==> src/rtl/err_record_fifo.sv <==
// Small synchronous FIFO for error records with occupancy count and a flush input.
module err_record_fifo #(
    parameter int DEPTH = 4,
    parameter int WIDTH = 19
) (
    input  logic                   clk,
    input  logic                   reset,
    input  logic                   flush,
    input  logic                   push,
    input  logic [WIDTH-1:0]       push_data,
    input  logic                   pop,
    output logic [WIDTH-1:0]       head,
    output logic                   empty,
    output logic [$clog2(DEPTH):0] count
);

    localparam int PTR_W = $clog2(DEPTH);
    localparam logic [PTR_W:0] FULL_COUNT = DEPTH[PTR_W:0];

    logic [WIDTH-1:0] mem [DEPTH];
    logic [PTR_W-1:0] wr_ptr;
    logic [PTR_W-1:0] rd_ptr;
    logic             do_push;
    logic             do_pop;

    assign empty   = (count == {(PTR_W+1){1'b0}});
    assign do_pop  = pop && !empty;
    assign do_push = push && ((count != FULL_COUNT) || do_pop);
    assign head    = mem[rd_ptr];

    // Record storage; slots are only read once count says they were written.
    always_ff @(posedge clk) begin
        if (do_push) begin
            mem[wr_ptr] <= push_data;
        end
    end

    // Pointers and occupancy; simultaneous push and pop leaves count unchanged.
    always_ff @(posedge clk) begin
        if (reset || flush) begin
            wr_ptr <= {PTR_W{1'b0}};
            rd_ptr <= {PTR_W{1'b0}};
            count  <= {(PTR_W+1){1'b0}};
        end else begin
            if (do_push) begin
                wr_ptr <= wr_ptr + PTR_W'(1);
            end
            if (do_pop) begin
                rd_ptr <= rd_ptr + PTR_W'(1);
            end
            case ({do_push, do_pop})
                2'b10:   count <= count + (PTR_W+1)'(1);
                2'b01:   count <= count - (PTR_W+1)'(1);
                default: count <= count;
            endcase
        end
    end

endmodule

==> config.mk <==
export PLATFORM = sky130hd
export DESIGN_NAME = err_record_fifo
export DESIGN_NICKNAME = d
export VERILOG_FILES = /design/src/rtl/err_record_fifo.sv
export SDC_FILE = /design/constraint.sdc
export NUM_CORES = 1
export LEC_CHECK = 0
export ABC_AREA = 1
export ABC_CLOCK_PERIOD_IN_PS = 2800
export CAP_MARGIN = 40
export CORE_ASPECT_RATIO = 1.25
export CORE_MARGIN = 10
export CORE_UTILIZATION = 43
export CTS_BUF_LIST = sky130_fd_sc_hd__clkbuf_4
export DETAILED_ROUTE_END_ITERATION = 7
export GPL_TIMING_DRIVEN = 1
export PLACE_DENSITY = 0.76
export SLEW_MARGIN = 20
export SYNTH_ARGS = -nofsm -noshare
export SYNTH_HDL_FRONTEND = slang
export SYNTH_SLANG_ARGS = --single-unit
==> constraint.sdc <==
create_clock -name clk -period 2.8 [get_ports clk]
set_input_delay 0.56 -clock clk [delete_from_list [all_inputs] [get_ports clk]]
set_output_delay 0.56 -clock clk [all_outputs]
set_load 0.02 [all_outputs]
Yosys cells after proc, flatten, opt, wreduce, memory -nomap -nowiden
Memory sizes are Yosys's and may differ from the RTL's. A register that Yosys moved wholly into a read port is not among the register bits.
Index checks and enable logic that the tools add are counted.
{ "totals": {"ff_bits": 7, "latchBits": 0, "ram_bits": 76, "mem_bits_ro": 0, "inputBits": 24, "output_inout_bits": 23, "word_cells": 23, "memories": 1} }
{ "memory_table": {"columns": ["memory", "words", "width", "read_ports", "rd_clocked_by_memory_dff", "write_ports", "line", "rtl"], "rows": [
  ["mem", 4, 19, 1, 1, 1, "20", "logic [WIDTH-1:0] mem [DEPTH];"]
]} }
{ "op_classes": {"add_sub_neg": 4, "n_mul": 0, "n_div": 0, "order_cmp": 0, "n_eq_ne": 3, "shift": 0, "muxes": 5, "bitwise": 0, "reduce_logical": 7} }
{ "op_table": {"columns": ["op", "count"], "rows": [
  ["one-hot mux 3 bit (2 select lines)", 1],
  ["adder 2 x 1 -> 2 bit (second input constant)", 2],
  ["2-to-1 mux 2 bit", 2],
  ["adder 3 x 1 -> 3 bit (second input constant)", 1],
  ["logical NOT 3 bit", 1],
  ["!= test 3 bit (second input constant)", 1],
  ["subtractor 3 x 1 -> 3 bit (second input constant)", 1],
  ["== test 2 x 1 -> 1 bit (second input constant)", 1],
  ["== test 2 bit (second input constant)", 1],
  ["logical AND 1 bit", 2],
  ["logical OR 1 bit", 2],
  ["2-to-1 mux 1 bit", 2],
  ["nonzero test 2 bit", 1],
  ["logical NOT 1 bit", 1]
]} }

Longest topological paths before layout
Gate-level depths: netlist of run 1.
{ "depth": {"ltp_word": 7, "mapped_depth": 9, "mapped_depth_nobuf": 9} }

Least setup slack after synthesis of run 1
No wires, ideal clock.
{ "synth_path": {"kind": "reg-to-reg", "startpoint": "register count[0]", "endpoint": "memory mem[0][0] (enable)", "setup_time_ps": 395, "t_arrival_ps": 1591, "t_required_ps": 2405, "path_slack_ps": 815, "path_stages_with_launch": 5, "n_path_buf": 0, "period_less_slack_ps": 1985, "cell_sequence": "dfxtp_1 -> nor2_4 -> nand2_2 -> o21ai_4 -> nor2_1"} }
{ "synth_between": {"elab_chain_len": 7, "word_cells_on_any_way": 8, "classes_between": "eq/ne: 1; mux: 2; reduce/logical: 5"} }
{ "synth_rtl": {"columns": ["item", "line", "rtl"], "rows": [
  ["start, declared", "14", "output logic [$clog2(DEPTH):0] count"],
  ["start signal, assigned", "43", "count <= {(PTR_W+1){1'b0}};"],
  ["start signal, assigned", "52", "2'b10: count <= count + (PTR_W+1)'(1);"],
  ["start signal, assigned", "53", "2'b01: count <= count - (PTR_W+1)'(1);"],
  ["logical NOT 3 bit", "26", "assign empty = (count == {(PTR_W+1){1'b0}});"],
  ["logical NOT 1 bit", "27", "assign do_pop = pop && !empty;"],
  ["logical AND 1 bit", "27", null],
  ["logical OR 1 bit (*)", "28", "assign do_push = push && ((count != FULL_COUNT) || do_pop);"],
  ["logical AND 1 bit (*)", "28", null],
  ["2-to-1 mux 1 bit (*)", "33", "if (do_push) begin"],
  ["2-to-1 mux 1 bit (not written as such) (*)", "34", "mem[wr_ptr] <= push_data;"],
  ["end, declared", "20", null]
]} }
Mark *: on every way between the ends. The rest lies on a longest branch, timed or not.

==> out/metrics.yaml, run 1 <==
drv_cap: 0
place_ws_ns: 0.440
slew_headroom_pct: 68.8
rows: 35
die_x_um: 98.4
rsz0062_at_grt: "false"
crit_arrival_ns: 2.07
yosysTopAreaCell: "edfxtp_1"
syn_avg_cell_area_sq_um: 13.2
crit_family: "buffers and inverters"
path_depth: 5
cts_buffers: 9
power.total_mw: 2.34
ios: 47
antenna_found_initial: 1
cts.sinks: 85
cts-root-buf: "clkbuf_4"
die-area_sq_um: 11600
crit_path_max_fanout: 14
wl_um: 6560
status: "finished, final reports clean"
drive_gt1_share_pct: 12.7
powerDensity_nw_per_um2: 572
synth_seq_cells: 85
grt_use_total_pct: 11.7
synthCells: 250
synth_area_leaders: "edfxtp_1 69%, o21ai_0 6.4%, dfxtp_1 5.5%"
power_leakage_nw: 1.41
setup_viol: 0
finalCritPeriodShare_pct: 94.0
grt_max_degree: 23
ant_nets: 0
first_pass_iters: 4
synth_area_sq_um: 3300
place_congestion: 0.730
critical_path_class: "flop to output port"
cts_tree: "yes"
fin_crit_ns: 2.63
clockBufferDepth: 2
syn_to_final_growth_pct: 24.0
htreeDepth: 3
path_clk_slew_ns: 0.11
synth_seq_area_share_pct: 74.6
end_kind: "output port"
grt_overflow: 0
slew_violations: 0
post-dp-hpwl_um: 4510
fin_ws_ns: 0.169
cts_hold_buf: 0
rr_worst_depth: 8
min_path_type: "flop to flop"
fin_nets: 339
fmax_mhz: 380
die_h_um: 118
fillers: 621
drc: 0
post_dp_cell_area_sq_um: 3950
io_buffers: 46
post-route-util_pct: 55.0
yosysTopAreaCellShare_pct: 69.2
clk-insertion-delay-late_ns: 0.41
path_buf_inv: 3
path_cells: "inv_1 -> buf_4 -> o21ai_0 -> o22ai_1 -> clkdlybuf4s50_1"
cts_setup_buffers: 0
hold_depth: 2
route.detailed.wl_per_inst_um: 16.1
viasPerCell: 5.15
core_sq_um: 7440
finalSetupTns_ns: 0
synth_fp_nets: 279
start_util_pct: 44.3
cts_resized: 0
critPathLaunchType: "flop"
slowest_stage: "clkdlybuf4s50_1"
grt_pass1_vias: 2208
dr_total_vias: 2103
worst_slew_pin_slew_ns: 0.466
final_hold_viol_count: 0
grt_pass1_wl_um: 10800
synth_warnings: 0
worstPathRequired_ns: 2.24
drt-initial-drc-count: 153
ir_drop_mv: 0.269
final_area_sq_um: 4090
slowest_delay_ns: 0.65
skew_ns: 0.0191
synth_cell_types: 21
==> worst paths after layout <==
check / start / to / slack (ns)
worst min register to register: rd_ptr[1] / flop / 0.50
worst max register to register: count[2] / count[2] / 1.13
worst min-delay path: rd_ptr[1] / flop / 0.50
worst max-delay path: flop / head[13] / 0.17
==> synthesized netlist by cell type, drive strengths merged <==
cell type and n:
nand2 7, buf 6, dfxtp 9, edfxtp 76, nand3 3, clkbuf 5, nor2 49, a21oi 7
ha 4, inv 18, nand4 1, o22ai 19, o21ai 45, fa 1
==> cell families after synthesis <==
kind of cell,count (synthesis),synth area share (%)
simple gates,60,7.47
fa+ha+maj,5,2.12
buf+inv,29,3.60
flops,85,74.6
compound gates,71,12.2
==> final cells by class <==
type	count	area, sq um	area share (%)
flip-flops and latches	85	2460	60.2
multi-input cells	136	728	17.8
repair buffers	60	578	14.1
well taps	92	115	2.81
clock buffers	10	75.1	1.83
inverters	18	67.6	1.65
clock inverters	6	62.6	1.53
diodes	1	2.50	0.0612
==> per-stage QoR <==
stage	std cells	hold WS (ns)
3_3_place_gp	391	0.454
5_1_grt	408	0.531
3_5_place_dp	391	0.467
2_1_floorplan	250	0.436
4_1_cts	407	0.493
6_report	408	0.495
==> layout by cell type, fill, tap and decap left out <==
| master | count |
|---|---|
| o21ai_4 | 1 |
| nand4_1 | 1 |
| nand2_1 | 4 |
| ha_1 | 4 |
| nor2_1 | 44 |
| nor2_2 | 4 |
| clkdlybuf4s50_1 | 46 |
| buf_4 | 13 |
| nor2_4 | 1 |
| inv_2 | 1 |
| inv_6 | 1 |
| diode_2 | 1 |
| nand2_2 | 3 |
| a21oi_4 | 1 |
| fa_1 | 1 |
| o21ai_1 | 2 |
| dfxtp_1 | 9 |
| nand3_1 | 3 |
| clkinvlp_4 | 2 |
| a21oi_1 | 6 |
| edfxtp_1 | 76 |
| inv_1 | 17 |
| clkbuf_4 | 10 |
| bufinv_16 | 1 |
| o22ai_1 | 19 |
| buf_12 | 1 |
| clkinv_2 | 1 |
| o21ai_0 | 42 |
| clkinv_1 | 1 |
==> registers in the layout, summed over array words and instances (netlist names), named ones only <==
signal,cells
count,3
wr_ptr,2
mem,76
rd_ptr,2
==> where the power goes <==
group	total, mW	switching (mW)	internal [mW]	leakage [nW]
Sequential	1.43	0.0117	1.42	0.771
Clock	0.669	0.388	0.281	0.0704
Combinational	0.242	0.133	0.110	0.572
==> routing by layer <==
layer	vias to the layer above	global-route usage (%)	part of all wire [%]
met5	-	0	0
met4	0	5.75	2.1
met3	11	4.35	5.1
met2	42	20.2	52
met1	1022	12.1	40
li1	1028	-	-
==> worst reg2reg max path, delay by kind of cell (launching register included) <==
kind | cells | cell delay (ns)
AO/OA/AOI/OAI | 2 | 0.37
AND/OR/NAND/NOR | 3 | 0.25
buffers and inverters | 2 | 0.19
adder cells (fa/ha/maj) | 1 | 0.39
flip-flops | 1 | 0.39
Note: power is estimated with default switching activity, not from simulation.
==> run 2, diff against run 1 <==
--- a/config.mk
+++ b/config.mk
@@ -6,8 +6,8 @@
 export NUM_CORES = 1
 export LEC_CHECK = 0
 export ABC_AREA = 1
-export ABC_CLOCK_PERIOD_IN_PS = 2800
-export CAP_MARGIN = 40
+export ABC_CLOCK_PERIOD_IN_PS = 3300
+export CAP_MARGIN = 0
 export CORE_ASPECT_RATIO = 1.25
 export CORE_MARGIN = 10
 export CORE_UTILIZATION = 43
==> constraint.sdc (replaced) <==
create_clock -name clk -period 3.3 [get_ports clk]
set_input_delay 0.66 -clock clk [delete_from_list [all_inputs] [get_ports clk]]
set_output_delay 0.66 -clock clk [all_outputs]
set_load 0.02 [all_outputs]
==> run 2 against run 1 <==
Via count is 2.3% lower. Sequential share of layout area is 0.10 points higher. Routed wire length is 3.7% lower. Total power is 8.6% lower. Utilization is 0.067 points lower. Largest cell class unchanged.
==> out/metrics.yaml, run 2 (synthesized netlist as in run 1, its figures left out) <==
drc: 0  # unchanged
worstPathRequired_ns: 2.64  # was 2.24 ns
cts_tree: "yes"  # unchanged
first_pass_iters: 4  # unchanged
rsz0062_at_grt: "false"  # unchanged
slew_headroom_pct: 59.0  # was 68.8%
cts-root-buf: "clkbuf_4"  # unchanged
regMostFlops: "mem"  # unchanged
core_sq_um: 7440  # unchanged
path_clk_slew_ns: 0.12  # was 0.11 ns
clockBufferDepth: 2  # unchanged
final_hold_viol_count: 0  # unchanged
dr_total_vias: 2055  # was 2103
fillers: 604  # was 621
met1Wirelength_um: 2650  # was 2640 um
grt_use_total_pct: 11.2  # was 11.7%
start_util_pct: 44.3  # unchanged
setup_viol: 0  # unchanged
rr_worst_depth: 5  # was 8
cts.sinks: 85  # unchanged
multi_input_area_sq_um: 728  # unchanged
regArea_sq_um: 2460  # about the same
grt_pass1_vias: 2130  # was 2208
hold_depth: 1  # was 2
drive_gt1_share_pct: 11.4  # was 12.7%
reg.largest.list: "mem: 76 flops, count: 3 flops"  # unchanged
wl_met3_um: 357  # was 332 um
wl_um: 6320  # was 6560 um
place_congestion: 0.705  # was 0.730
slew_violations: 0  # unchanged
post-dp-hpwl_um: 4210  # was 4510 um
fin_nets: 331  # was 339
rows: 35  # unchanged
crit_path_max_fanout: 20  # was 14
largest_register_ffs: 76  # unchanged
grt_overflow: 0  # unchanged
power_leakage_nw: 1.40  # was 1.41 nW
finalSetupTns_ns: 0  # unchanged
drt-initial-drc-count: 144  # was 153
ios: 47  # unchanged
viasPerCell: 5.15  # about the same
dr.max_layer_used: "met4"  # unchanged
grt_pass1_wl_um: 10600  # was 10800 um
finalCritPeriodShare_pct: 87.1
n_antenna_cell: 0  # was 1
status: "finished, final reports clean"  # unchanged
die-area_sq_um: 11600  # unchanged
antenna_found_initial: 0  # was 1
grt_max_degree: 39  # was 23
min_path_type: "flop to flop"  # unchanged
critPathLaunchType: "flop"  # unchanged
die_x_um: 98.4  # unchanged
clk-insertion-delay-late_ns: 0.42  # was 0.41 ns
drv_cap: 0  # unchanged
fmax_mhz: 348
io_buffers: 46  # unchanged
final_common_cell: "edfxtp_1"  # unchanged
route.detailed.wl_per_inst_um: 15.8  # was 16.1 um
ir_drop_mv: 0.288  # was 0.269 mV
powerDensity_nw_per_um2: 524  # was 572 nW/um^2
worst_slew_pin_slew_ns: 0.615  # was 0.466 ns
die_h_um: 118  # unchanged
timing.hold.ws_ns: 0.496  # was 0.495 ns
dr_wl_met2_um: 3240  # was 3440 um
cts_buffers: 9  # unchanged
htreeDepth: 3  # unchanged
syn_to_final_growth_pct: 23.9  # was 24.0%
end_kind: "output port"  # unchanged
critical_path_class: "flop to output port"  # unchanged
ant_nets: 0  # unchanged
skew_ns: 0.0203  # was 0.0191 ns
final_cell_mix: "76 x edfxtp_1, 46 x clkdlybuf4s50_1, 44 x nor2_1, 42 x o21ai_0, 19 x o22ai_1"  # unchanged
fin_crit_ns: 2.87
crit_arrival_ns: 2.21  # was 2.07 ns
run 2: cell types whose count changed in the layout (fill, tap and decap cells not counted):
cell / before / now
buf_4: 13 / 5
bufinv_16: 1 / 3
clkbuf_4: 10 / 9
clkinv_1: 1 / 0
clkinv_2: 1 / 0
clkinv_4: 0 / 1
clkinvlp_4: 2 / 3
dfxtp_1: 9 / 8
dfxtp_2: 0 / 1
diode_2: 1 / 0
inv_1: 17 / 16
run 2: through the flow:
stage | instance area [sq um] | power, mW | util (%) | instances | setup slack, ns
after floorplan | 3300 | 1.33 | - | 250 | 1.31
after global placement | 3890 | 1.44 | 52.3 | 383 | 0.665
after detailed placement | 3890 | 1.44 | 52.3 | 383 | 0.616
after CTS | 4080 | 2.17 | 54.8 | 399 | 0.135
after global routing | 4090 | 2.22 | 54.9 | 399 | 0.236
final | 4090 | 2.14 | 54.9 | 399 | 0.427
run 2: what timing repair did:
item                                    CTS  global route
endpoints found under the setup margin    0             6
hold buffers                              0             0
setup buffers                             0             0
gates resized for setup                   0             2
run 2: worst max-delay path, stage by stage, from the launching register on:
cell and delay, ns:
dfxtp_2 0.56, clkinvlp_4 0.40, o21ai_0 0.18, o22ai_1 0.09
clkdlybuf4s50_1 0.57
run 2: cell type report:
type | instances | share of cell area (%)
Sequential cell | 85 | 60.3
Multi-Input combinational cell | 136 | 17.8
Inverter | 18 | 1.75
Clock buffer | 9 | 1.65
Tap cell | 92 | 2.82
Clock inverter | 7 | 3.00
Timing Repair Buffer | 52 | 12.7
run 2: routing by layer:
layer	vias up	global-route usage (%)
met5	-	0
met1	992	12.3
li1	1013	-
met4	0	4.85
met2	45	18.6
met3	5	4.17
run 2: path summary, 6_finish.rpt:
| check | end | start | slack (ns) |
|---|---|---|---|
| setup / recovery | head[16] | flop | 0.43 |
| hold / removal | flop | rd_ptr[0] | 0.50 |
| setup reg to reg | mem[0][12] | count[0] | 1.49 |
| hold reg to reg | flop | rd_ptr[0] | 0.50 |
run 2: power by group:
group,internal [mW],switching [mW]
clock,0.387,0.340
sequential,1.20,0.00953
combinational,0.0897,0.111
total,1.68,0.461
==> run 3, diff against run 2 <==
--- a/config.mk
+++ b/config.mk
@@ -14,6 +14,7 @@
 export CTS_BUF_LIST = sky130_fd_sc_hd__clkbuf_4
 export DETAILED_ROUTE_END_ITERATION = 7
 export GPL_TIMING_DRIVEN = 1
+export HOLD_SLACK_MARGIN = 0.05
 export PLACE_DENSITY = 0.76
 export SLEW_MARGIN = 20
 export SYNTH_ARGS = -nofsm -noshare
==> results of run 3 <==
No change in the layout: final DEF, timing and power equal those of run 2.
